<file path="src/rtl/regdump_pkg.sv">
// Shared types and constants for the register-file dump controller.
package regdump_pkg;

  typedef enum logic [2:0] {
    S_IDLE  = 3'd0,
    S_SETUP = 3'd1,
    S_SEND  = 3'd2,
    S_CHK   = 3'd3,
    S_DONE  = 3'd4
  } state_e;

  localparam int         DATA_W_DEFAULT = 32;
  localparam int         BYTES_PER_WORD = DATA_W_DEFAULT / 8;
  localparam logic [7:0] CHK_INIT       = 8'h00;

  function automatic int bytes_per_word(input int w);
    return w / 8;
  endfunction

endpackage

</file>
<file path="src/rtl/regfile_dump_ctrl_serializer.sv">
// word_byte_serializer: loads a word and shifts it out LSB-first over valid/ready.
// one_i loads a single-byte frame (only the low byte is sent, flagged last).
module word_byte_serializer
  import regdump_pkg::*;
#(
  parameter int DATA_W = 32
) (
  input  logic              clk,
  input  logic              reset,
  input  logic              load_i,
  input  logic              one_i,
  input  logic [DATA_W-1:0] word_i,
  input  logic              ready_i,
  output logic [7:0]        byte_o,
  output logic              valid_o,
  output logic              last_o,
  output logic              accept_o
);

  localparam int BPW = bytes_per_word(DATA_W);
  localparam int IW  = (BPW > 1) ? $clog2(BPW) : 1;

  logic [DATA_W-1:0] shift_q;
  logic [IW-1:0]     idx_q;
  logic              valid_q;

  assign byte_o   = shift_q[7:0];
  assign valid_o  = valid_q;
  assign last_o   = (idx_q == IW'(BPW - 1));
  assign accept_o = valid_q & ready_i;

  // A load on the same edge as the final accept keeps valid high (back-to-back frames).
  always_ff @(posedge clk) begin
    if (reset) begin
      shift_q <= '0;
      idx_q   <= '0;
      valid_q <= 1'b0;
    end else if (load_i) begin
      shift_q <= word_i;
      idx_q   <= one_i ? IW'(BPW - 1) : '0;
      valid_q <= 1'b1;
    end else if (accept_o) begin
      if (last_o) begin
        valid_q <= 1'b0;
      end else begin
        shift_q <= shift_q >> 8;
        idx_q   <= idx_q + 1'b1;
      end
    end
  end

endmodule

</file>
<file path="src/rtl/regfile_dump_ctrl.sv">
// Dumps registers 0..NREGS-1 through the ID-stage debug read port as a byte stream.
// Define REGDUMP_CHECKSUM_EN to append an XOR checksum byte after the last register.
module regfile_dump_ctrl
  import regdump_pkg::*;
#(
  parameter int NREGS  = 32,
  parameter int DATA_W = 32,
  parameter int ADDR_W = 5
) (
  input  logic              clk,
  input  logic              reset,
  input  logic              start,
  input  logic [DATA_W-1:0] rd_data,
  output logic [ADDR_W-1:0] du_areg,
  output logic              du_c1,
  output logic [7:0]        tx_data,
  output logic              tx_valid,
  input  logic              tx_ready,
  output logic              busy,
  output logic              done
);

  state_e            state_q;
  logic [ADDR_W-1:0] du_areg_q;
  logic              du_c1_q, busy_q, done_q;

  logic              ser_ld, ser_one, ser_acc, ser_last;
  logic [DATA_W-1:0] ser_word;
  logic              last_reg;

  assign last_reg = (du_areg_q == ADDR_W'(NREGS - 1));
  assign du_areg  = du_areg_q;
  assign du_c1    = du_c1_q;
  assign busy     = busy_q;
  assign done     = done_q;

`ifdef REGDUMP_CHECKSUM_EN
  logic [7:0] acc_q;

  // The checksum byte is loaded on the final data accept, so fold that byte in here.
  always_comb begin
    ser_ld   = (state_q == S_SETUP);
    ser_one  = 1'b0;
    ser_word = rd_data;
    if (state_q == S_SEND && ser_acc && ser_last && last_reg) begin
      ser_ld        = 1'b1;
      ser_one       = 1'b1;
      ser_word      = '0;
      ser_word[7:0] = acc_q ^ tx_data;
    end
  end

  always_ff @(posedge clk) begin
    if (reset)
      acc_q <= CHK_INIT;
    else if (state_q == S_IDLE && start)
      acc_q <= CHK_INIT;
    else if (ser_acc)
      acc_q <= acc_q ^ tx_data;
  end
`else
  assign ser_ld   = (state_q == S_SETUP);
  assign ser_one  = 1'b0;
  assign ser_word = rd_data;
`endif

  word_byte_serializer #(.DATA_W(DATA_W)) u_ser (
    .clk      (clk),
    .reset    (reset),
    .load_i   (ser_ld),
    .one_i    (ser_one),
    .word_i   (ser_word),
    .ready_i  (tx_ready),
    .byte_o   (tx_data),
    .valid_o  (tx_valid),
    .last_o   (ser_last),
    .accept_o (ser_acc)
  );

  always_ff @(posedge clk) begin
    if (reset) begin
      state_q   <= S_IDLE;
      du_areg_q <= '0;
      du_c1_q   <= 1'b0;
      busy_q    <= 1'b0;
      done_q    <= 1'b0;
    end else begin
      done_q <= 1'b0;
      case (state_q)
        S_IDLE: if (start) begin
          du_areg_q <= '0;
          du_c1_q   <= 1'b1;
          busy_q    <= 1'b1;
          state_q   <= S_SETUP;
        end
        S_SETUP: state_q <= S_SEND;
        S_SEND: if (ser_acc && ser_last) begin
          if (last_reg) begin
`ifdef REGDUMP_CHECKSUM_EN
            state_q <= S_CHK;
`else
            state_q <= S_DONE;
`endif
          end else begin
            du_areg_q <= du_areg_q + 1'b1;
            state_q   <= S_SETUP;
          end
        end
        S_CHK: if (ser_acc) state_q <= S_DONE;
        S_DONE: begin
          done_q    <= 1'b1;
          du_c1_q   <= 1'b0;
          busy_q    <= 1'b0;
          du_areg_q <= '0;
          state_q   <= S_IDLE;
        end
        default: state_q <= S_IDLE;
      endcase
    end
  end

endmodule
</file>
<file path="config.mk">
export PLATFORM = sky130hd
export DESIGN_NAME = regfile_dump_ctrl
export DESIGN_NICKNAME = d
export VERILOG_FILES = /design/src/rtl/regdump_pkg.sv /design/src/rtl/regfile_dump_ctrl_serializer.sv /design/src/rtl/regfile_dump_ctrl.sv
export SDC_FILE = /design/constraint.sdc
export NUM_CORES = 1
export LEC_CHECK = 0
export ABC_AREA = 1
export BUFFER_PORTS_ARGS = -buffer_cell sky130_fd_sc_hd__buf_2
export CAP_MARGIN = 20
export CORE_MARGIN = 8
export CORE_UTILIZATION = 56
export DETAILED_ROUTE_END_ITERATION = 6
export HOLD_SLACK_MARGIN = 0.03
export PLACE_DENSITY = 0.83
export RECOVER_POWER = 50
export SYNTH_ARGS = -nofsm -noshare
export SYNTH_HDL_FRONTEND = slang
export SYNTH_SLANG_ARGS = --single-unit
</file>
<file path="constraint.sdc">
create_clock -name clk -period 2.36 [get_ports clk]
set_input_delay 0.118 -clock clk [delete_from_list [all_inputs] [get_ports clk]]
set_output_delay 0.118 -clock clk [all_outputs]
set_load 0.005 [all_outputs]
</file>
==> impl_metrics.py, run 1 <==
metrics = {
    "outcome": {
        "status": "finished, final reports clean",
    },
    "timing": {
        "tightest_slew_ns": 0.804,
        "fin_crit_ns": 1.87,
        "hold_viol": 0,
        "hold_slack_ns": 0.0646,
        "setup_ws_ns": 0.492,
        "finalSetupTns_ns": 0,
        "slew_viol_final": 0,
        "rsz0062_at_grt": "false",
        "slew_headroom_pct": 46.4,
        "fmax_mhz": 535,
        "fin_skew_ns": 0.00657,
        "fin_crit_sh_pct": 79.1,
        "setup_viol": 0,
    },
    "placed_design": {
        "dp_hpwl_um": 3280,
        "gp_congestion": 0.875,
        "io_buffers": 52,
        "pre_cts_ws_ns": 0.701,
    },
    "global_routing": {
        "antenna_found_initial": 0,
        "grt_max_degree": 33,
        "grt_overflow": 0,
        "grtUsageTotal_pct": 16.0,
        "grt_pass1_wl_um": 8150,
        "grt_pass1_vias": 1854,
    },
    "layout": {
        "finish.net_count": 378,
        "register_area_um2": 901,
        "num_antenna_cells": 0,
        "syn2layout_area_growth_pct": 11.1,
        "n_fill_cell": 345,
        "multi_input_area_um2": 977,
        "drive_gt1_share_pct": 20.6,
    },
    "clock_network": {
        "cts_tree": "done",
        "clk_pin_slew_ns": 0.08,
        "htreeDepth": 2,
        "post_cts_resized": 0,
        "cts_hold_buf": 0,
        "cts_root_buf": "clkbuf_8",
        "clk_latency_ns": 0.30,
        "cts_buffers": 5,
        "cts_post_setup_buffers_inserted": 0,
        "cts_sinks": 45,
        "clock_path_buffers": 2,
    },
    "synthesis": {
        "synth_top_area_share_pct": 42.1,
        "synth_area_leaders": "dfxtp_1 42%, nand2_1 19%, nand3_1 6.8%, a21oi_1 4.9%, buf_4 4.6%",
        "yosysMostFrequentCell": "nand2_1",
        "ys_ff_latch": 45,
        "synthesis.area_um2": 2140,
        "synth_common_cells": "106 x nand2_1, 45 x dfxtp_1, 29 x nand3_1",
        "yosysUniqueCellTypes": 28,
        "ys_seq_area_share_pct": 42.1,
        "synthArstFlopShare_pct": 0,
        "synth_warnings": 0,
        "synth_ff_type": "dfxtp_1",
        "syn-num-nets": 339,
        "synth_top_area_cell": "dfxtp_1",
        "synth_edf_count": 0,
        "syn_inst": 300,
        "syn_area_per_cell_um2": 7.13,
    },
    "worst_hold_path": {
        "min_path_type": "in -> reg",
    },
    "drt": {
        "drt_iter0_drc": 157,
        "firstDrtPassIters": 4,
        "wl_per_cell_um": 11.9,
        "ant_nets": 0,
        "drc": 0,
        "vias": 1910,
        "via_per_inst": 4.92,
        "wl_um": 4620,
    },
    "power_and_ir_drop": {
        "finalPower_uw": 2550,
        "power_leakage_uw": 0.00110,
        "peakVddDrop_mv": 0.481,
        "cellPowerDensity_nw_per_um2": 1070,
    },
    "worst_setup_path": {
        "ff2ff_setup_slack_ns": 0.49,
        "rr_worst_depth": 5,
        "crit_path_end": "u_ser.shift_q[9]",
        "cp.depth": 5,
        "cp.required_ns": 2.58,
        "startpoint_type": "flop",
        "end_kind": "flop",
        "arrival_ns": 2.08,
        "worstSetupPathType": "reg -> reg",
        "r2r-end": "u_ser.shift_q[9]",
        "critPathBufInv": 1,
        "critical_path.startpoint": "state_q[2]",
        "rr_startpoint": "state_q[2]",
        "path_max_fanout": 22,
        "crit_path_top_delay_cell": "clkbuf_1",
        "cpPeakStageDelay_ns": 0.64,
        "path_cells": "nor2_1, nand2_2, clkbuf_1, nand3_1, a31oi_1",
        "cp_top_family": "buffers and inverters",
    },
    "floorplanning": {
        "rows": 22,
        "coreArea_um2": 3660,
        "start_util_pct": 58.4,
        "dieArea_um2": 6050,
        "die_y_um": 77.8,
        "ios": 53,
        "die_w_um": 77.8,
    },
    "run": {
        "cap_violations": 0,
    },
}
how the worst min path moves through the flow:
stage / from / end / slack (ns) / cells past startpoint
6_report: rd_data[24] / u_ser.shift_q[24] / 0.06 / 3
5_1_grt: rd_data[24] / u_ser.shift_q[24] / 0.06 / 3
3_3_place_gp: rd_data[24] / u_ser.shift_q[24] / 0.38 / 3
4_1_cts: rd_data[24] / u_ser.shift_q[24] / 0.06 / 3
3_5_place_dp: rd_data[29] / u_ser.shift_q[29] / 0.37 / 3
2_1_floorplan: rd_data[24] / u_ser.shift_q[24] / 0.27 / 2
per-layer routing:
layer  global-route usage [%]  vias up  share of wire, %
met4                     5.47        0              0.69
met2                     25.6       44                45
li1                         -     1024                 -
met3                     5.65        6               6.2
met5                        0        -                 0
met1                     19.3      836                48
state kept, by name, indices dropped and copies added (netlist names):
signal,count
done,1
state_q,3
u_ser.valid_o,1
busy,1
u_ser.shift_q,32
du_areg,5
u_ser.idx_q,2
power breakdown:
part           internal [uW]  leakage [uW]  switching, uW
registers                968      0.000368            126
clock network            209     0.0000374            255
logic                    344      0.000695            646
through the flow:
| step | instances | util (%) | area, um^2 |
|---|---|---|---|
| after floorplan | 300 | - | 2140 |
| after global placement | 380 | 63.1 | 2310 |
| after detailed placement | 380 | 63.1 | 2310 |
| after CTS | 388 | 65.5 | 2400 |
| after global routing | 388 | 64.9 | 2380 |
| final | 388 | 64.9 | 2380 |
logic make-up (layout without fill, tap and decap cells):
kind of cell               after synthesis  in the layout  share of synthesized area [%]
AOI/OAI and AO/OA                       40             40                           10.4
xor gates and xnor gates                 1              1                          0.410
adders and majority gates                3              3                           1.76
buffers and inverters                   46             86                           11.8
DFF                                     45             45                           42.1
and+or+nand+nor                        165            165                           33.5
cell usage in the layout (no fill, tap or decap), types with 2 or more instances in the layout:
| cell type | synthesis | routed |
|---|---|---|
| clkbuf_1 | 3 | 11 |
| o21ai_0 | 7 | 7 |
| nor2_1 | 15 | 17 |
| inv_2 | 9 | 8 |
| clkbuf_8 | 0 | 5 |
| clkinvlp_4 | 0 | 2 |
| ha_1 | 3 | 3 |
| nand3_1 | 29 | 29 |
| dfxtp_1 | 45 | 45 |
| a31oi_1 | 8 | 8 |
| inv_1 | 15 | 16 |
| a21oi_1 | 21 | 21 |
| or2_2 | 2 | 2 |
| buf_2 | 1 | 43 |
| a211oi_1 | 2 | 2 |
| nand2_2 | 5 | 4 |
| nand2_1 | 106 | 107 |
final cells by class:
type	count	area share, %
multi-input combinational	209	41.1
clock inverter	2	0.632
tap	48	2.53
sequential	45	37.9
inverter	24	3.79
clock buffer	6	3.05
timing repair buffer	54	11.0
worst reg2reg max path, cell delays in order, from the launching register on:
cell,delay (ns)
dfxtp_1,0.42
nor2_1,0.10
nand2_2,0.16
clkbuf_1,0.64
nand3_1,0.23
a31oi_1,0.24
Note: power is estimated with default switching activity, not from simulation.
==> run 2, diff against run 1 <==
--- a/config.mk
+++ b/config.mk
@@ -9,10 +9,10 @@
 export BUFFER_PORTS_ARGS = -buffer_cell sky130_fd_sc_hd__buf_2
 export CAP_MARGIN = 20
 export CORE_MARGIN = 8
-export CORE_UTILIZATION = 56
+export CORE_UTILIZATION = 47
 export DETAILED_ROUTE_END_ITERATION = 6
 export HOLD_SLACK_MARGIN = 0.03
-export PLACE_DENSITY = 0.83
+export PLACE_DENSITY = 0.75
 export RECOVER_POWER = 50
 export SYNTH_ARGS = -nofsm -noshare
 export SYNTH_HDL_FRONTEND = slang
==> constraint.sdc (replaced) <==
create_clock -name clk -period 1.7 [get_ports clk]
set_input_delay 0.085 -clock clk [delete_from_list [all_inputs] [get_ports clk]]
set_output_delay 0.085 -clock clk [all_outputs]
set_load 0.005 [all_outputs]
==> impl_metrics.py, run 2 (synthesized netlist as in run 1, its figures left out) <==
metrics = {
    "outcome": {
        "status": "finished, final reports clean",
    },
    "clock_network": {
        "cts_tree": "done",
        "cts_buffers": 5,
        "clock_path_buffers": 2,
        "cts_post_setup_buffers_inserted": 0,
        "cts_root_buf": "clkbuf_8",
        "cts_sinks": 45,
        "htreeDepth": 2,
        "clk_latency_ns": 0.29,
        "clk_pin_slew_ns": 0.08,
    },
    "layout": {
        "multi_input_area_um2": 990,
        "register_area_um2": 902,
        "stdcell_count": 399,
        "layout_common_cells": "107 x nand2_1, 44 x dfxtp_1, 43 x buf_2",
        "num_antenna_cells": 0,
        "drive_gt1_share_pct": 22.5,
        "largest_reg_flops": 32,
        "n_fill_cell": 434,
        "final_common_cell": "nand2_1",
        "top_register": "u_ser.shift_q",
        "syn2layout_area_growth_pct": 16.1,
        "finish.net_count": 385,
    },
    "floorplanning": {
        "die_w_um": 83.5,
        "ios": 53,
        "coreArea_um2": 4380,
        "rows": 24,
        "start_util_pct": 48.8,
        "dieArea_um2": 6960,
        "die_y_um": 83.5,
    },
    "timing": {
        "slew_headroom_pct": 67.5,
        "fin_crit_ns": 1.55,
        "finalSetupTns_ns": 0,
        "tightest_slew_ns": 0.486,
        "hold_viol": 0,
        "setup_viol": 0,
        "hold_slack_ns": 0.0376,
        "fin_skew_ns": 0.00793,
        "slew_viol_final": 0,
        "rsz0062_at_grt": "false",
        "fmax_mhz": 643,
        "fin_crit_sh_pct": 91.4,
        "setup_ws_ns": 0.146,
    },
    "drt": {
        "firstDrtPassIters": 4,
        "wl_per_cell_um": 11.5,
        "drt_iter0_drc": 117,
        "wl_um": 4610,
        "drc": 0,
        "via_per_inst": 4.80,
        "ant_nets": 0,
        "vias": 1916,
    },
    "placed_design": {
        "pre_cts_ws_ns": 0.135,
        "gp_congestion": 0.832,
        "placed_cells": 388,
        "io_buffers": 52,
        "dp_hpwl_um": 3310,
    },
    "power_and_ir_drop": {
        "cellPowerDensity_nw_per_um2": 1520,
        "peakVddDrop_mv": 0.585,
        "power_leakage_uw": 0.00116,
    },
    "worst_setup_path": {
        "crit_path_end": "u_ser.shift_q[17]",
        "rr_worst_depth": 7,
        "startpoint_type": "flop",
        "critical_path.startpoint": "state_q[2]",
        "end_kind": "flop",
        "path_max_fanout": 16,
        "rr_startpoint": "state_q[2]",
        "ff2ff_setup_slack_ns": 0.15,
        "cp.required_ns": 1.92,
        "r2r-end": "u_ser.shift_q[17]",
        "arrival_ns": 1.78,
        "worstSetupPathType": "reg -> reg",
    },
    "global_routing": {
        "grtUsageTotal_pct": 12.9,
        "grt_pass1_wl_um": 7750,
        "grt_max_degree": 31,
        "grt_pass1_vias": 1757,
        "antenna_found_initial": 0,
        "grt_overflow": 0,
    },
    "run": {
        "cap_violations": 0,
    },
    "worst_hold_path": {
        "min_path_type": "in -> reg",
        "min_path_cells": 3,
    },
}
## run 2: changes by cell type in the layout (fill, tap and decap cells not counted), moves of 2 or more
cell	previous run	this run
clkinvlp_4	2	0
dlygate4sd3_1	0	3
buf_4	1	6
clkbuf_1	11	9
## run 2: where the power goes
| group | leakage, uW | switching [uW] | internal [uW] |
|---|---|---|---|
| logic | 0.000733 | 918 | 545 |
| clock network | 0.0000554 | 357 | 441 |
| registers | 0.000368 | 173 | 1340 |
## run 2: cell type report
class | count | share of cell area, %
multi-input cells | 209 | 39.9
clock inverters | 2 | 1.56
repair buffers | 61 | 13.1
inverters | 24 | 3.63
flip-flops and latches | 45 | 36.3
clock buffers | 6 | 2.92
well taps | 52 | 2.62
## run 2: metal layers
layer | track usage (%) | routed length [um] | up-vias
li1 | - | - | 1036
met5 | 0 | 0 | -
met1 | 15.9 | 2190 | 827
met2 | 19.9 | 2080 | 49
met3 | 4.30 | 289 | 4
met4 | 5.34 | 51 | 0
## run 2: worst min-delay path by stage
| stage | start | endpoint | slack [ns] |
|---|---|---|---|
| floorplan | rd_data[24] | u_ser.shift_q[24] | 0.23 |
| global placement | rd_data[24] | u_ser.shift_q[24] | 0.34 |
| detailed placement | rd_data[24] | u_ser.shift_q[24] | 0.34 |
| CTS | rd_data[30] | u_ser.shift_q[30] | 0.03 |
| global route | rd_data[29] | u_ser.shift_q[29] | 0.04 |
| finish | rd_data[29] | u_ser.shift_q[29] | 0.04 |
## run 2: through the flow
step / util, % / total power [uW] / cell area [um^2]
2_1_floorplan: - / 2770 / 2140
3_3_place_gp: 53.5 / 2980 / 2350
3_5_place_dp: 53.5 / 3000 / 2350
4_1_cts: 56.7 / 3810 / 2490
5_1_grt: 56.6 / 4090 / 2480
6_report: 56.6 / 3780 / 2480
## run 2: critical path: stages, from the launching register on
cell     delay [ns]
dfxtp_1        0.44
nor2_2         0.07
nand2_1        0.22
nand2_1        0.10
inv_2          0.22
buf_4          0.23
nand2_1        0.07
a21oi_1        0.13
## run 2: repair_timing
action                                  4_1_cts  5_1_grt
endpoints found under the setup margin        0        5
hold endpoints to repair                      3        0
hold buffers                                  3        0
gates resized for setup                       0        4
==> run 3, diff against run 2 <==
--- a/config.mk
+++ b/config.mk
@@ -6,14 +6,18 @@
 export NUM_CORES = 1
 export LEC_CHECK = 0
 export ABC_AREA = 1
+export ABC_CLOCK_PERIOD_IN_PS = 1700
 export BUFFER_PORTS_ARGS = -buffer_cell sky130_fd_sc_hd__buf_2
 export CAP_MARGIN = 20
+export CELL_PAD_IN_SITES_DETAIL_PLACEMENT = 0
+export CELL_PAD_IN_SITES_GLOBAL_PLACEMENT = 1
 export CORE_MARGIN = 8
-export CORE_UTILIZATION = 47
+export CORE_UTILIZATION = 34
 export DETAILED_ROUTE_END_ITERATION = 6
 export HOLD_SLACK_MARGIN = 0.03
-export PLACE_DENSITY = 0.75
+export PLACE_DENSITY_LB_ADDON = 0.1
 export RECOVER_POWER = 50
 export SYNTH_ARGS = -nofsm -noshare
 export SYNTH_HDL_FRONTEND = slang
+export SYNTH_HIERARCHICAL = 1
 export SYNTH_SLANG_ARGS = --single-unit
==> impl_metrics.py, run 3 <==
metrics = {
    "outcome": {
        "status": "finished, final reports clean",
    },
    "power_and_ir_drop": {
        "p_int_uw": 2730,
        "power_leakage_uw": 0.00147,
        "clockPowerShare_pct": 12.9,
        "cellPowerDensity_nw_per_um2": 1730,
        "combPwrFrac_pct": 51.6,
        "power_switching_uw": 2170,
        "pwr-share-seq_pct": 35.5,
        "peakVddDrop_mv": 0.789,
        "p_sw_share_pct": 44.3,
    },
    "synthesis": {
        "synth.area.mux_share_pct": 0,
        "synthesis.area_um2": 2510,
        "synth-compound-area-share_pct": 3.49,
        "yosysMostFrequentCell": "nand2_1",
        "synth_xor_area_share_pct": 0.349,
        "synth_area_leaders": "dfxtp_1 36%, nand2_1 16%, nor2_1 13%, inv_1 6.1%, buf_4 4.2%",
        "synthArstFlopShare_pct": 0,
        "synth_top_area_cell": "dfxtp_1",
        "synth_top_area_share_pct": 35.9,
        "synth_ff_type": "dfxtp_1",
        "ys_seq_area_share_pct": 35.9,
        "yosysUniqueCellTypes": 30,
        "synthSimpleGateAreaFrac_pct": 43.6,
        "synth_common_cells": "110 x nand2_1, 88 x nor2_1, 45 x dfxtp_1",
        "synth_warnings": 6,
        "synthAdderAreaFrac_pct": 1.49,
        "synth_edf_count": 0,
        "synth_top_family_by_area": "simple AND/OR/NAND/NOR gates",
        "syn_area_per_cell_um2": 6.49,
        "ys_ff_latch": 45,
        "syn_inst": 387,
    },
    "layout": {
        "largest_reg_flops": 32,
        "utilization_pct": 39.3,
        "num_antenna_cells": 0,
        "syn2layout_area_growth_pct": 12.8,
        "stdcell_area_um2": 2830,
        "layout_common_cells": "112 x nand2_1, 89 x nor2_1, 44 x dfxtp_1, 44 x buf_2, 42 x inv_1",
        "finish.net_count": 470,
        "stdcell_count": 531,
        "top_register": "u_ser/shift_q",
        "drive_gt1_share_pct": 18.1,
        "final_common_cell": "nand2_1",
    },
    "clock_network": {
        "cts_hold_buf": 0,
        "clock_path_buffers": 2,
        "cts_sinks": 45,
        "cts_root_buf": "clkbuf_8",
        "cts_buffers": 5,
        "clk_latency_ns": 0.29,
        "cts_tree": "done",
        "clk_pin_slew_ns": 0.08,
        "htreeDepth": 2,
    },
    "placed_design": {
        "pre_cts_ws_ns": 0.131,
        "gp_congestion": 0.743,
        "place_area_um2": 2770,
        "dp_hpwl_um": 4220,
        "placed_cells": 523,
        "io_buffers": 52,
    },
    "timing": {
        "setup_ws_ns": 0.230,
        "hold_viol": 0,
        "fmax_mhz": 680,
        "fin_crit_sh_pct": 86.5,
        "slew_viol_final": 0,
        "fin_skew_ns": 0.00277,
        "fin_crit_ns": 1.47,
        "rsz0062_at_grt": "false",
        "setup_viol": 0,
        "finalSetupTns_ns": 0,
    },
    "drt": {
        "firstDrtPassIters": 6,
        "drt_iter0_drc": 77,
        "drc": 0,
        "wl_per_cell_um": 10.8,
        "vias": 2267,
        "via_per_inst": 4.27,
        "wl_um": 5750,
        "ant_nets": 0,
    },
    "worst_setup_path": {
        "path_max_fanout": 6,
        "r2r-end": "du_areg[4]",
        "arrival_ns": 1.66,
        "startpoint_type": "flop",
        "worstSetupPathType": "reg -> reg",
        "end_kind": "flop",
        "rr_startpoint": "du_areg[1]",
        "rr_worst_depth": 11,
        "cp.required_ns": 1.89,
        "ff2ff_setup_slack_ns": 0.23,
    },
    "global_routing": {
        "antenna_found_initial": 0,
        "grtUsageTotal_pct": 11.7,
        "grt_max_degree": 34,
        "grt_pass1_vias": 2263,
        "grt_pass1_wl_um": 9800,
        "grt_overflow": 0,
    },
    "floorplanning": {
        "start_util_pct": 34.8,
        "rows": 31,
        "coreArea_um2": 7210,
        "die_y_um": 102,
        "die_w_um": 102,
        "ios": 53,
        "dieArea_um2": 10400,
    },
    "worst_hold_path": {
        "min_path_type": "in -> reg",
        "min_to": "u_ser/shift_q[27]",
        "min_path_cells": 3,
        "hp-start": "rd_data[27]",
    },
    "run": {
        "cap_violations": 0,
    },
}
==> run 3: cell count changes in the layout (fill, tap and decap cells not counted), sizes merged, moves of 3 or more <==
cell         previous run  this run
nor2                   19        99
inv                    24        46
nand3                  30        18
a21oi                  22        13
nand3b                  1        10
a31oi                   8         1
o21ai                   8         1
nand2                 111       117
clkbuf                 14        18
dlygate4sd3             3         0
==> run 3: layout make-up <==
type,instances,area [um^2]
Sequential cell,45,902
Clock buffer,8,80.1
Timing Repair Buffer,60,299
Tap cell,99,124
Multi-Input combinational cell,272,1240
Fill cell,867,4380
Inverter,47,184
==> run 3: worst max-delay path, cell delays in order, from the launching register on <==
cell	delay [ns]
dfxtp_1	0.34
ha_1	0.18
nand2_1	0.06
nor2_1	0.09
ha_1	0.17
inv_1	0.04
nand2_1	0.12
nand2_4	0.10
nand2_4	0.09
inv_4	0.05
nor2_2	0.09
nor2_2	0.04
==> run 3: cells by family (layout without fill, tap and decap cells) <==
logic type / Yosys count / in the layout
AND/OR/NAND/NOR: 250 / 250
buffers and inverters: 71 / 115
flip-flops: 45 / 45
AO/OA/AOI/OAI: 16 / 16
adder cells (fa/ha/maj): 3 / 3
other: 1 / 2
XOR/XNOR: 1 / 1
==> run 3: metrics by stage <==
stage	hold slack, ns	power, uW
4_1_cts	0.0303	5030
3_5_place_dp	0.343	4370
2_1_floorplan	0.147	3990
6_report	0.0417	4890
5_1_grt	0.0360	5480
3_3_place_gp	0.344	4350
==> run 3: routing by layer <==
layer,part of all wire (%),track usage [%],vias to the layer above
met3,4.6,2.86,4
met2,49,21.0,32
met5,0,0,-
met4,0.77,3.05,0
met1,45,13.4,996
li1,-,-,1235
==> run 3: worst max-delay path by stage <==
stage | slack (ns) | end | startpoint
after global placement | 0.19 | u_ser/shift_q[20] | state_q[0]
final | 0.23 | du_areg[4] | du_areg[1]
after CTS | 0.11 | u_ser/shift_q[21] | state_q[0]
after floorplan | 0.27 | du_areg[1] | du_areg[0]
after detailed placement | 0.13 | u_ser/shift_q[21] | state_q[0]
after global routing | 0.05 | u_ser/shift_q[16] | state_q[0]
==> run 3: repair_timing <==
action,4_1_cts,5_1_grt
setup buffers,0,0
gates resized for setup,0,2
setup endpoints to repair,0,7
==> run 3: power by group through the flow <==
stage / registers (uW) / clock network [uW] / logic [uW]
floorplan: 1720 / 0 / 2270
global placement: 1770 / 0 / 2580
detailed placement: 1770 / 0 / 2600
CTS: 1750 / 672 / 2620
global route: 1800 / 702 / 2980
finish: 1740 / 630 / 2530
